File: src/rtl/mips_alu_muldiv_if.sv
// Handshake/bus bundle for the mips_alu_muldiv execute unit.
//   master : issuing stage -- drives the operation fields, in_valid and
//            out_ready; observes in_ready, the result and the HI/LO state.
//   slave  : the execute unit itself.
// Operation side : in_valid/in_ready, opcode, funct, shamt, src, targ, imm,
//                  pc (PC+4), jtarget.
// Result side    : out_valid/out_ready, out_data, out_taken, out_divz, busy,
//                  hi, lo.
interface mips_alu_muldiv_if #(
  parameter int WIDTH = 32,
  parameter int SHW   = $clog2(WIDTH)
);
  logic             in_valid;
  logic             in_ready;
  logic [5:0]       opcode;
  logic [5:0]       funct;
  logic [SHW-1:0]   shamt;
  logic [WIDTH-1:0] src;
  logic [WIDTH-1:0] targ;
  logic [WIDTH-1:0] imm;
  logic [WIDTH-1:0] pc;
  logic [WIDTH-1:0] jtarget;
  logic             out_valid;
  logic             out_ready;
  logic [WIDTH-1:0] out_data;
  logic             out_taken;
  logic             out_divz;
  logic             busy;
  logic [WIDTH-1:0] hi;
  logic [WIDTH-1:0] lo;

  modport master (
    output in_valid, opcode, funct, shamt, src, targ, imm, pc, jtarget, out_ready,
    input  in_ready, out_valid, out_data, out_taken, out_divz, busy, hi, lo
  );

  modport slave (
    input  in_valid, opcode, funct, shamt, src, targ, imm, pc, jtarget, out_ready,
    output in_ready, out_valid, out_data, out_taken, out_divz, busy, hi, lo
  );
endinterface

File: src/rtl/mips_alu_muldiv.sv
// Multi-cycle MIPS-32 execute unit: single-cycle ALU/shift/compare/address/
// branch-target ops plus iterative MULT/MULTU/DIV/DIVU into HI/LO.
// Ports:
//   clk   : rising-edge clock
//   rst_n : asynchronous active-low reset
//   bus   : mips_alu_muldiv_if.slave (operation in, result out, HI/LO, busy)
// Long ops run one bit per cycle for WIDTH cycles on operand magnitudes; the
// sign is applied when the final step is written into HI/LO.
module mips_alu_muldiv #(
  parameter int WIDTH       = 32,
  parameter int SHW         = $clog2(WIDTH),
  parameter bit FAST_SINGLE = 1'b1
) (
  input  logic             clk,
  input  logic             rst_n,
  mips_alu_muldiv_if.slave bus
);
  localparam logic [5:0] OP_RTYPE = 6'b000000, OP_J    = 6'b000010, OP_BEQ  = 6'b000100,
                         OP_BNE   = 6'b000101, OP_ADDI = 6'b001000, OP_ADDIU = 6'b001001,
                         OP_ANDI  = 6'b001100, OP_ORI  = 6'b001101, OP_LW   = 6'b100011,
                         OP_SW    = 6'b101011;
  localparam logic [5:0] F_SLL  = 6'b000000, F_SRL  = 6'b000010, F_SRA   = 6'b000011,
                         F_SLLV = 6'b000100, F_SRLV = 6'b000110, F_SRAV  = 6'b000111,
                         F_MFHI = 6'b010000, F_MTHI = 6'b010001, F_MFLO  = 6'b010010,
                         F_MTLO = 6'b010011, F_MULT = 6'b011000, F_MULTU = 6'b011001,
                         F_DIV  = 6'b011010, F_DIVU = 6'b011011, F_ADD   = 6'b100000,
                         F_ADDU = 6'b100001, F_SUB  = 6'b100010, F_SUBU  = 6'b100011,
                         F_AND  = 6'b100100, F_OR   = 6'b100101, F_XOR   = 6'b100110,
                         F_NOR  = 6'b100111, F_SLT  = 6'b101010, F_SLTU  = 6'b101011;
  localparam logic [SHW-1:0] CNT_LAST = SHW'(WIDTH - 1);

  typedef enum logic [1:0] {S_IDLE, S_BUSY, S_DONE} state_t;

  function automatic logic [WIDTH-1:0] cneg(input logic n, input logic [WIDTH-1:0] v);
    return n ? -v : v;
  endfunction

  state_t state, state_nx;
  logic in_ready, accept;
  logic [WIDTH-1:0] hi_q, lo_q, out_data_q;
  logic out_valid_q, out_taken_q, divz_q;
  logic single_q, op_div, neg_q, neg_r, divz_p;
  logic [SHW-1:0] cnt;
  logic [WIDTH-1:0] wa, wb, m;

  logic signed [WIDTH-1:0] src_s, targ_s;
  logic [WIDTH-1:0] res, mag_a, mag_b;
  logic taken, is_long, is_div, is_sgn, wr_hi, wr_lo, neg_a, neg_b;

  logic [WIDTH:0] mul_sum, div_sh, div_diff;
  logic [WIDTH-1:0] wa_nx, wb_nx, fin_hi, fin_lo;
  logic [2*WIDTH-1:0] prod, prod_fix;

  assign src_s  = bus.src;
  assign targ_s = bus.targ;

  // Decode and single-cycle result
  always_comb begin
    res = '0; taken = 1'b0; is_long = 1'b0; is_div = 1'b0;
    is_sgn = 1'b0; wr_hi = 1'b0; wr_lo = 1'b0;
    if (bus.opcode == OP_RTYPE) begin
      case (bus.funct)
        F_ADD, F_ADDU: res = bus.src + bus.targ;
        F_SUB, F_SUBU: res = bus.src - bus.targ;
        F_AND:   res = bus.src & bus.targ;
        F_OR:    res = bus.src | bus.targ;
        F_XOR:   res = bus.src ^ bus.targ;
        F_NOR:   res = ~(bus.src | bus.targ);
        F_SLT:   res = {{(WIDTH-1){1'b0}}, src_s < targ_s};
        F_SLTU:  res = {{(WIDTH-1){1'b0}}, bus.src < bus.targ};
        F_SLL:   res = bus.targ << bus.shamt;
        F_SRL:   res = bus.targ >> bus.shamt;
        F_SRA:   res = $unsigned(targ_s >>> bus.shamt);
        F_SLLV:  res = bus.targ << bus.src[SHW-1:0];
        F_SRLV:  res = bus.targ >> bus.src[SHW-1:0];
        F_SRAV:  res = $unsigned(targ_s >>> bus.src[SHW-1:0]);
        F_MFHI:  res = hi_q;
        F_MFLO:  res = lo_q;
        F_MTHI:  begin res = bus.src; wr_hi = 1'b1; end
        F_MTLO:  begin res = bus.src; wr_lo = 1'b1; end
        F_MULT:  begin is_long = 1'b1; is_sgn = 1'b1; end
        F_MULTU: is_long = 1'b1;
        F_DIV:   begin is_long = 1'b1; is_div = 1'b1; is_sgn = 1'b1; end
        F_DIVU:  begin is_long = 1'b1; is_div = 1'b1; end
        default: res = '0;
      endcase
    end else begin
      case (bus.opcode)
        OP_ADDI, OP_ADDIU, OP_LW, OP_SW: res = bus.src + bus.imm;
        OP_ANDI: res = bus.src & bus.imm;
        OP_ORI:  res = bus.src | bus.imm;
        OP_J:    res = bus.jtarget;
        OP_BEQ:  begin taken = (bus.src == bus.targ); res = taken ? bus.pc + (bus.imm << 2) : '0; end
        OP_BNE:  begin taken = (bus.src != bus.targ); res = taken ? bus.pc + (bus.imm << 2) : '0; end
        default: res = '0;
      endcase
    end
  end

  assign neg_a = is_sgn & bus.src[WIDTH-1];
  assign neg_b = is_sgn & bus.targ[WIDTH-1];
  assign mag_a = cneg(neg_a, bus.src);
  assign mag_b = cneg(neg_b, bus.targ);

  // Iteration step. Multiply: shift-add with wa = upper half, wb = multiplier
  // shifting out LSB-first. Divide: restoring, wa = partial remainder,
  // wb = dividend shifting out MSB-first while quotient bits shift in.
  // A zero divisor naturally yields an all-ones quotient and |dividend| as
  // remainder; re-applying the dividend sign restores the dividend for HI.
  always_comb begin
    mul_sum  = {1'b0, wa} + {1'b0, m & {WIDTH{wb[0]}}};
    div_sh   = {wa, wb[WIDTH-1]};
    div_diff = div_sh - {1'b0, m};
    if (op_div) begin
      wa_nx = div_diff[WIDTH] ? div_sh[WIDTH-1:0] : div_diff[WIDTH-1:0];
      wb_nx = {wb[WIDTH-2:0], ~div_diff[WIDTH]};
    end else begin
      wa_nx = mul_sum[WIDTH:1];
      wb_nx = {mul_sum[0], wb[WIDTH-1:1]};
    end
    prod     = {wa_nx, wb_nx};
    prod_fix = neg_q ? -prod : prod;
    if (op_div) begin
      fin_lo = divz_p ? '1 : cneg(neg_q, wb_nx);
      fin_hi = cneg(neg_r, wa_nx);
    end else begin
      fin_hi = prod_fix[2*WIDTH-1:WIDTH];
      fin_lo = prod_fix[WIDTH-1:0];
    end
  end

  // Control FSM
  always_comb begin
    state_nx = state;
    in_ready = 1'b0;
    case (state)
      S_IDLE: in_ready = 1'b1;
      S_BUSY: if (single_q || cnt == CNT_LAST) state_nx = S_DONE;
      S_DONE: begin
        in_ready = bus.out_ready;
        if (bus.out_ready) state_nx = S_IDLE;
      end
      default: state_nx = S_IDLE;
    endcase
    if (bus.in_valid && in_ready) state_nx = (is_long || !FAST_SINGLE) ? S_BUSY : S_DONE;
  end

  assign accept = bus.in_valid && in_ready;

  always_ff @(posedge clk or negedge rst_n) begin
    if (!rst_n) state <= S_IDLE;
    else        state <= state_nx;
  end

  // Results, HI/LO and per-operation control
  always_ff @(posedge clk or negedge rst_n) begin
    if (!rst_n) begin
      cnt <= '0; single_q <= 1'b0; op_div <= 1'b0; neg_q <= 1'b0; neg_r <= 1'b0;
      divz_p <= 1'b0; divz_q <= 1'b0; hi_q <= '0; lo_q <= '0; out_data_q <= '0;
      out_valid_q <= 1'b0; out_taken_q <= 1'b0;
    end else if (accept) begin
      cnt      <= '0;
      single_q <= ~is_long;
      op_div   <= is_div;
      neg_q    <= neg_a ^ neg_b;
      neg_r    <= neg_a;
      divz_p   <= is_div & (bus.targ == '0);
      if (wr_hi) hi_q <= bus.src;
      if (wr_lo) lo_q <= bus.src;
      if (is_long) begin
        out_valid_q <= 1'b0;
        out_taken_q <= 1'b0;
      end else begin
        out_data_q  <= res;
        out_taken_q <= taken;
        out_valid_q <= FAST_SINGLE;
      end
    end else if (state == S_BUSY) begin
      if (single_q) begin
        out_valid_q <= 1'b1;
      end else begin
        cnt <= cnt + 1'b1;
        if (cnt == CNT_LAST) begin
          hi_q        <= fin_hi;
          lo_q        <= fin_lo;
          out_data_q  <= fin_lo;
          out_valid_q <= 1'b1;
          if (op_div) divz_q <= divz_p;
        end
      end
    end else if (state == S_DONE && bus.out_ready) begin
      out_valid_q <= 1'b0;
    end
  end

  // Iteration working registers carry no reset; they are loaded on acceptance
  always_ff @(posedge clk) begin
    if (accept) begin
      wa <= '0;
      wb <= is_div ? mag_a : mag_b;
      m  <= is_div ? mag_b : mag_a;
    end else if (state == S_BUSY && !single_q) begin
      wa <= wa_nx;
      wb <= wb_nx;
    end
  end

  assign bus.in_ready  = in_ready;
  assign bus.out_valid = out_valid_q;
  assign bus.out_data  = out_data_q;
  assign bus.out_taken = out_taken_q;
  assign bus.out_divz  = divz_q;
  assign bus.busy      = (state == S_BUSY) && !single_q;
  assign bus.hi        = hi_q;
  assign bus.lo        = lo_q;
endmodule

File: src/flat_wrapper.sv
// flat-port wrapper written by rule: the top's interface ports become plain ports
module mips_alu_muldiv_flat 
#(
  parameter int WIDTH       = 32,
  parameter int SHW         = $clog2(WIDTH),
  parameter bit FAST_SINGLE = 1'b1
)
  (clk, rst_n, bus_in_valid, bus_opcode, bus_funct, bus_shamt, bus_src, bus_targ, bus_imm, bus_pc, bus_jtarget, bus_out_ready, bus_in_ready, bus_out_valid, bus_out_data, bus_out_taken, bus_out_divz, bus_busy, bus_hi, bus_lo);
  mips_alu_muldiv_if #(.WIDTH(WIDTH), .SHW(SHW)) bus_i ();
  input  logic clk;
  input  logic rst_n;
  input wire logic [$bits(bus_i.in_valid)-1:0] bus_in_valid;
  input wire logic [$bits(bus_i.opcode)-1:0] bus_opcode;
  input wire logic [$bits(bus_i.funct)-1:0] bus_funct;
  input wire logic [$bits(bus_i.shamt)-1:0] bus_shamt;
  input wire logic [$bits(bus_i.src)-1:0] bus_src;
  input wire logic [$bits(bus_i.targ)-1:0] bus_targ;
  input wire logic [$bits(bus_i.imm)-1:0] bus_imm;
  input wire logic [$bits(bus_i.pc)-1:0] bus_pc;
  input wire logic [$bits(bus_i.jtarget)-1:0] bus_jtarget;
  input wire logic [$bits(bus_i.out_ready)-1:0] bus_out_ready;
  output wire logic [$bits(bus_i.in_ready)-1:0] bus_in_ready;
  output wire logic [$bits(bus_i.out_valid)-1:0] bus_out_valid;
  output wire logic [$bits(bus_i.out_data)-1:0] bus_out_data;
  output wire logic [$bits(bus_i.out_taken)-1:0] bus_out_taken;
  output wire logic [$bits(bus_i.out_divz)-1:0] bus_out_divz;
  output wire logic [$bits(bus_i.busy)-1:0] bus_busy;
  output wire logic [$bits(bus_i.hi)-1:0] bus_hi;
  output wire logic [$bits(bus_i.lo)-1:0] bus_lo;
  assign bus_i.in_valid = bus_in_valid;
  assign bus_i.opcode = bus_opcode;
  assign bus_i.funct = bus_funct;
  assign bus_i.shamt = bus_shamt;
  assign bus_i.src = bus_src;
  assign bus_i.targ = bus_targ;
  assign bus_i.imm = bus_imm;
  assign bus_i.pc = bus_pc;
  assign bus_i.jtarget = bus_jtarget;
  assign bus_i.out_ready = bus_out_ready;
  assign bus_in_ready = bus_i.in_ready;
  assign bus_out_valid = bus_i.out_valid;
  assign bus_out_data = bus_i.out_data;
  assign bus_out_taken = bus_i.out_taken;
  assign bus_out_divz = bus_i.out_divz;
  assign bus_busy = bus_i.busy;
  assign bus_hi = bus_i.hi;
  assign bus_lo = bus_i.lo;
  mips_alu_muldiv #(.WIDTH(WIDTH), .SHW(SHW), .FAST_SINGLE(FAST_SINGLE)) u_core (.clk(clk), .rst_n(rst_n), .bus(bus_i));
endmodule
File: config.mk
export PLATFORM = sky130hd
export DESIGN_NAME = mips_alu_muldiv_flat
export DESIGN_NICKNAME = d
export VERILOG_FILES = /design/src/rtl/mips_alu_muldiv_if.sv /design/src/rtl/mips_alu_muldiv.sv /design/src/flat_wrapper.sv
export SDC_FILE = /design/constraint.sdc
export NUM_CORES = 2
export LEC_CHECK = 0
export BUFFER_PORTS_ARGS = -buffer_cell sky130_fd_sc_hd__buf_4
export CAP_MARGIN = 20
export CORE_UTILIZATION = 55
export CTS_CLUSTER_DIAMETER = 200
export DETAILED_ROUTE_END_ITERATION = 8
export PLACE_DENSITY = 0.89
export SKIP_LAST_GASP = 1
export SLEW_MARGIN = 20
export SYNTH_ARGS = -nofsm -noshare
export SYNTH_HDL_FRONTEND = slang
export SYNTH_SLANG_ARGS = --single-unit
File: constraint.sdc
create_clock -name clk -period 5.02 [get_ports clk]
set_input_delay 0.753 -clock clk [delete_from_list [all_inputs] [get_ports clk]]
set_output_delay 0.753 -clock clk [all_outputs]
set_load 0.03 [all_outputs]
==> metrics.csv <==
metric;value;unit
Worst EP required;5.49;ns
Gate Count Post-Synth;4408;
worst rel slew slack;10.6;%
setup ws final;0.0337;ns
Syn Area/Cell;7.22;sq um
Peak supply drop;0.249;mV
Core Area;0.0568;sq mm
NumNets Final;5267;
Mapped Area;0.0318;sq mm
Crit path arrival time;5.45;ns
setup tns final;0;ns
fin area;0.0380;sq mm
fmax;0.201;GHz
leading area contributor after synthesis;ha_1;
Post-DRT Antenna Nets;0;
Placed Instances;5538;
cts hold-fix bufs;0;
IO buf count;281;
distinct cell type count after synthesis;99;
fin crit share;99.3;%
Clock Skew;0.0360;ns
internal power;4150;uW
final hold slack;-0.00155;ns
Seq. cell area;0.00534;sq mm
largest net degree at the start of global routing;169;
GRT Total Usage;58.3;%
root buf cell;clkbuf_16;
GP Congestion;1.21;
number of max-cap violations;0;
Post-Route WL;179000;um
Pre-Repair DR Iteration Count;8;
antenna violations before repair;20;
Post-synth EDFFs;64;
crit-path max FO;6;
Worst-Margin Slew;1.33;ns
Clk pin slew, worst setup/hold paths;0.07;ns
Skew-Pair Late Insertion Delay;0.60;ns
Synth Flop Type;dfrtp_1;
top post-synthesis cells by area;ha_1 (10%), mux2i_1 (9.2%), dfrtp_1 (8.7%), a21oi_1 (7.3%), nand2_1 (6.2%);
DP Worst Slack;-0.259;ns
Crit. End Element;register;
Layout area overhead;19.5;%
CTS max path bufs;3;
Syn Nets;4854;
switching power;3260;uW
H-tree Lvls;1;
# setup viols final;0;
HP Class;in -> async;
vias per cell;7.22;
DP Area;0.0368;sq mm
Clock Sinks;207;
Crit Path Category;reg -> reg;
first-pass GRT wire length;252000;um
fillers;4861;
post-synthesis register bit count;207;
Remaining DRCs;0;
die width;243;um
PD cells;195;mW/mm^2
status;finished with violations;
post-DR wirelength/cell;31.9;um
Clock power frac;27.5;%
total gr overflow;0;
post-route insts no fill;5605;
failing checks;negative hold slack;
Synth top cells by count;nand2_1 (523), a21oi_1 (467), nor2_1 (432);
Die Y-Extent;243;um
Pleak;0.0169;uW
half-perimeter wire length after placement;139000;um
Net Sw Frac;44.0;%
final hold violations;4;
Yosys top cell area share;10.2;%
DR vias;40500;
Rows;87;
CP startpoint kind;register;
share of layout cells above drive strength 1;17.6;%
Flop pwr share;26.3;%
DR iter-0 viols;6988;
multi-input combinational cell area;0.0249;sq mm
Warnings, synthesis;0;
Comb pwr share;46.2;%
Final Max Tran Viols;0;
initial cell density of the core;56.0;%
number of CTS-inserted buffers;25;
most frequent cell after synthesis;nand2_1;
vias in the first global route;37000;
Die Area;0.0588;sq mm
Post-synth ARST share;53.6;%
sequential area share after synthesis;16.8;%
CTS tree;done;
Ports;282;
crit path time final;4.99;ns
==> path summary, 6_finish.rpt <==
| path | start | end | slack, ns | cells after the start |
|---|---|---|---|---|
| min in group clk | u_core.single_q | u_core.single_q | 0.50 | 1 |
| min reg2reg | u_core.single_q | u_core.single_q | 0.50 | 1 |
| max in group asynchronous | rst_n | u_core.bus.out_data[0] | 3.83 | 2 |
| max reg2reg | u_core.wb[0] | u_core.bus.hi[30] | 0.03 | 18 |
| max | u_core.wb[0] | u_core.bus.hi[30] | 0.03 | 18 |
| min | rst_n | u_core.cnt[4] | -0.002 | 1 |
==> layout by cell type (no fill, tap or decap), drive strengths merged, types with 64 or more instances in the layout <==
cell type / Yosys / layout
buf: 65 / 666
nand2: 524 / 524
a21oi: 470 / 470
nor2: 432 / 432
o21ai: 348 / 348
mux2i: 293 / 293
ha: 259 / 259
inv: 210 / 215
xnor2: 192 / 192
dfrtp: 111 / 111
nand3: 111 / 111
nor3: 74 / 74
o211ai: 65 / 65
edfxtp: 64 / 64
==> final cells by class <==
type | instances | share of cell area, %
Multi-Input combinational cell | 3704 | 65.6
Tap cell | 756 | 2.49
Timing Repair Buffer | 666 | 13.3
Clock buffer | 27 | 1.72
Inverter | 217 | 2.14
Sequential cell | 207 | 14.1
Antenna cell | 9 | 0.0592
Clock inverter | 19 | 0.619
==> cell families after synthesis <==
group | count (synthesis) | share of synthesized area (%)
AO/OA/AOI/OAI | 1468 | 29.2
XOR/XNOR | 248 | 6.88
adder cells (fa/ha/maj) | 265 | 10.6
buffers and inverters | 497 | 6.03
flip-flops | 207 | 16.8
multiplexers | 332 | 11.1
AND/OR/NAND/NOR | 1391 | 19.5
==> per-layer routing <==
layer	share of wire, %	track usage, %
met1	35	70.5
met2	37	78.4
met3	17	27.2
met4	10	46.4
met5	0.16	1.55
==> worst max-delay path, cell delays in order, from the launching register on <==
cell,delay [ns]
edfxtp_1,0.50
buf_4,0.20
and2_1,0.14
ha_1,0.26
fa_1,0.50
a211oi_1,0.34
o211ai_1,0.19
nand3_1,0.23
a21oi_1,0.16
o31ai_1,0.41
o311a_1,0.26
o32ai_1,0.09
a21oi_2,0.18
and4bb_2,0.31
nand2_2,0.14
or4_4,0.54
o21ai_2,0.17
xnor2_1,0.16
a21oi_1,0.09
==> power by group through the flow <==
stage	logic, uW	registers (uW)	clock network, uW
final	3420	1950	2040
after global routing	3500	1950	2060
after CTS	3180	1930	1990
after detailed placement	3150	1970	0
after global placement	3140	1970	0
after floorplan	1690	2030	0
==> stage by stage <==
step | power [uW] | util (%)
floorplan | 3720 | -
global placement | 5100 | 64.8
detailed placement | 5120 | 64.8
CTS | 7100 | 66.5
global route | 7510 | 66.9
finish | 7410 | 66.9
==> sequential cells by signal, indices dropped and copies added (netlist names), 2 cells and up <==
| signal | cells |
|---|---|
| u_core.wb | 32 |
| u_core.state | 2 |
| u_core.bus.out_data | 32 |
| u_core.bus.lo | 32 |
| u_core.cnt | 5 |
| u_core.m | 32 |
| u_core.wa | 32 |
| u_core.bus.hi | 32 |
==> what timing repair did <==
action | 4_1_cts | 5_1_grt
pin swaps | 6 | 20
buffers inserted | 3 | 9
setup endpoints to repair | 18 | 36
cloned | 0 | 0
gates resized for setup | 16 | 33
Power figures use the tool's default switching activity.
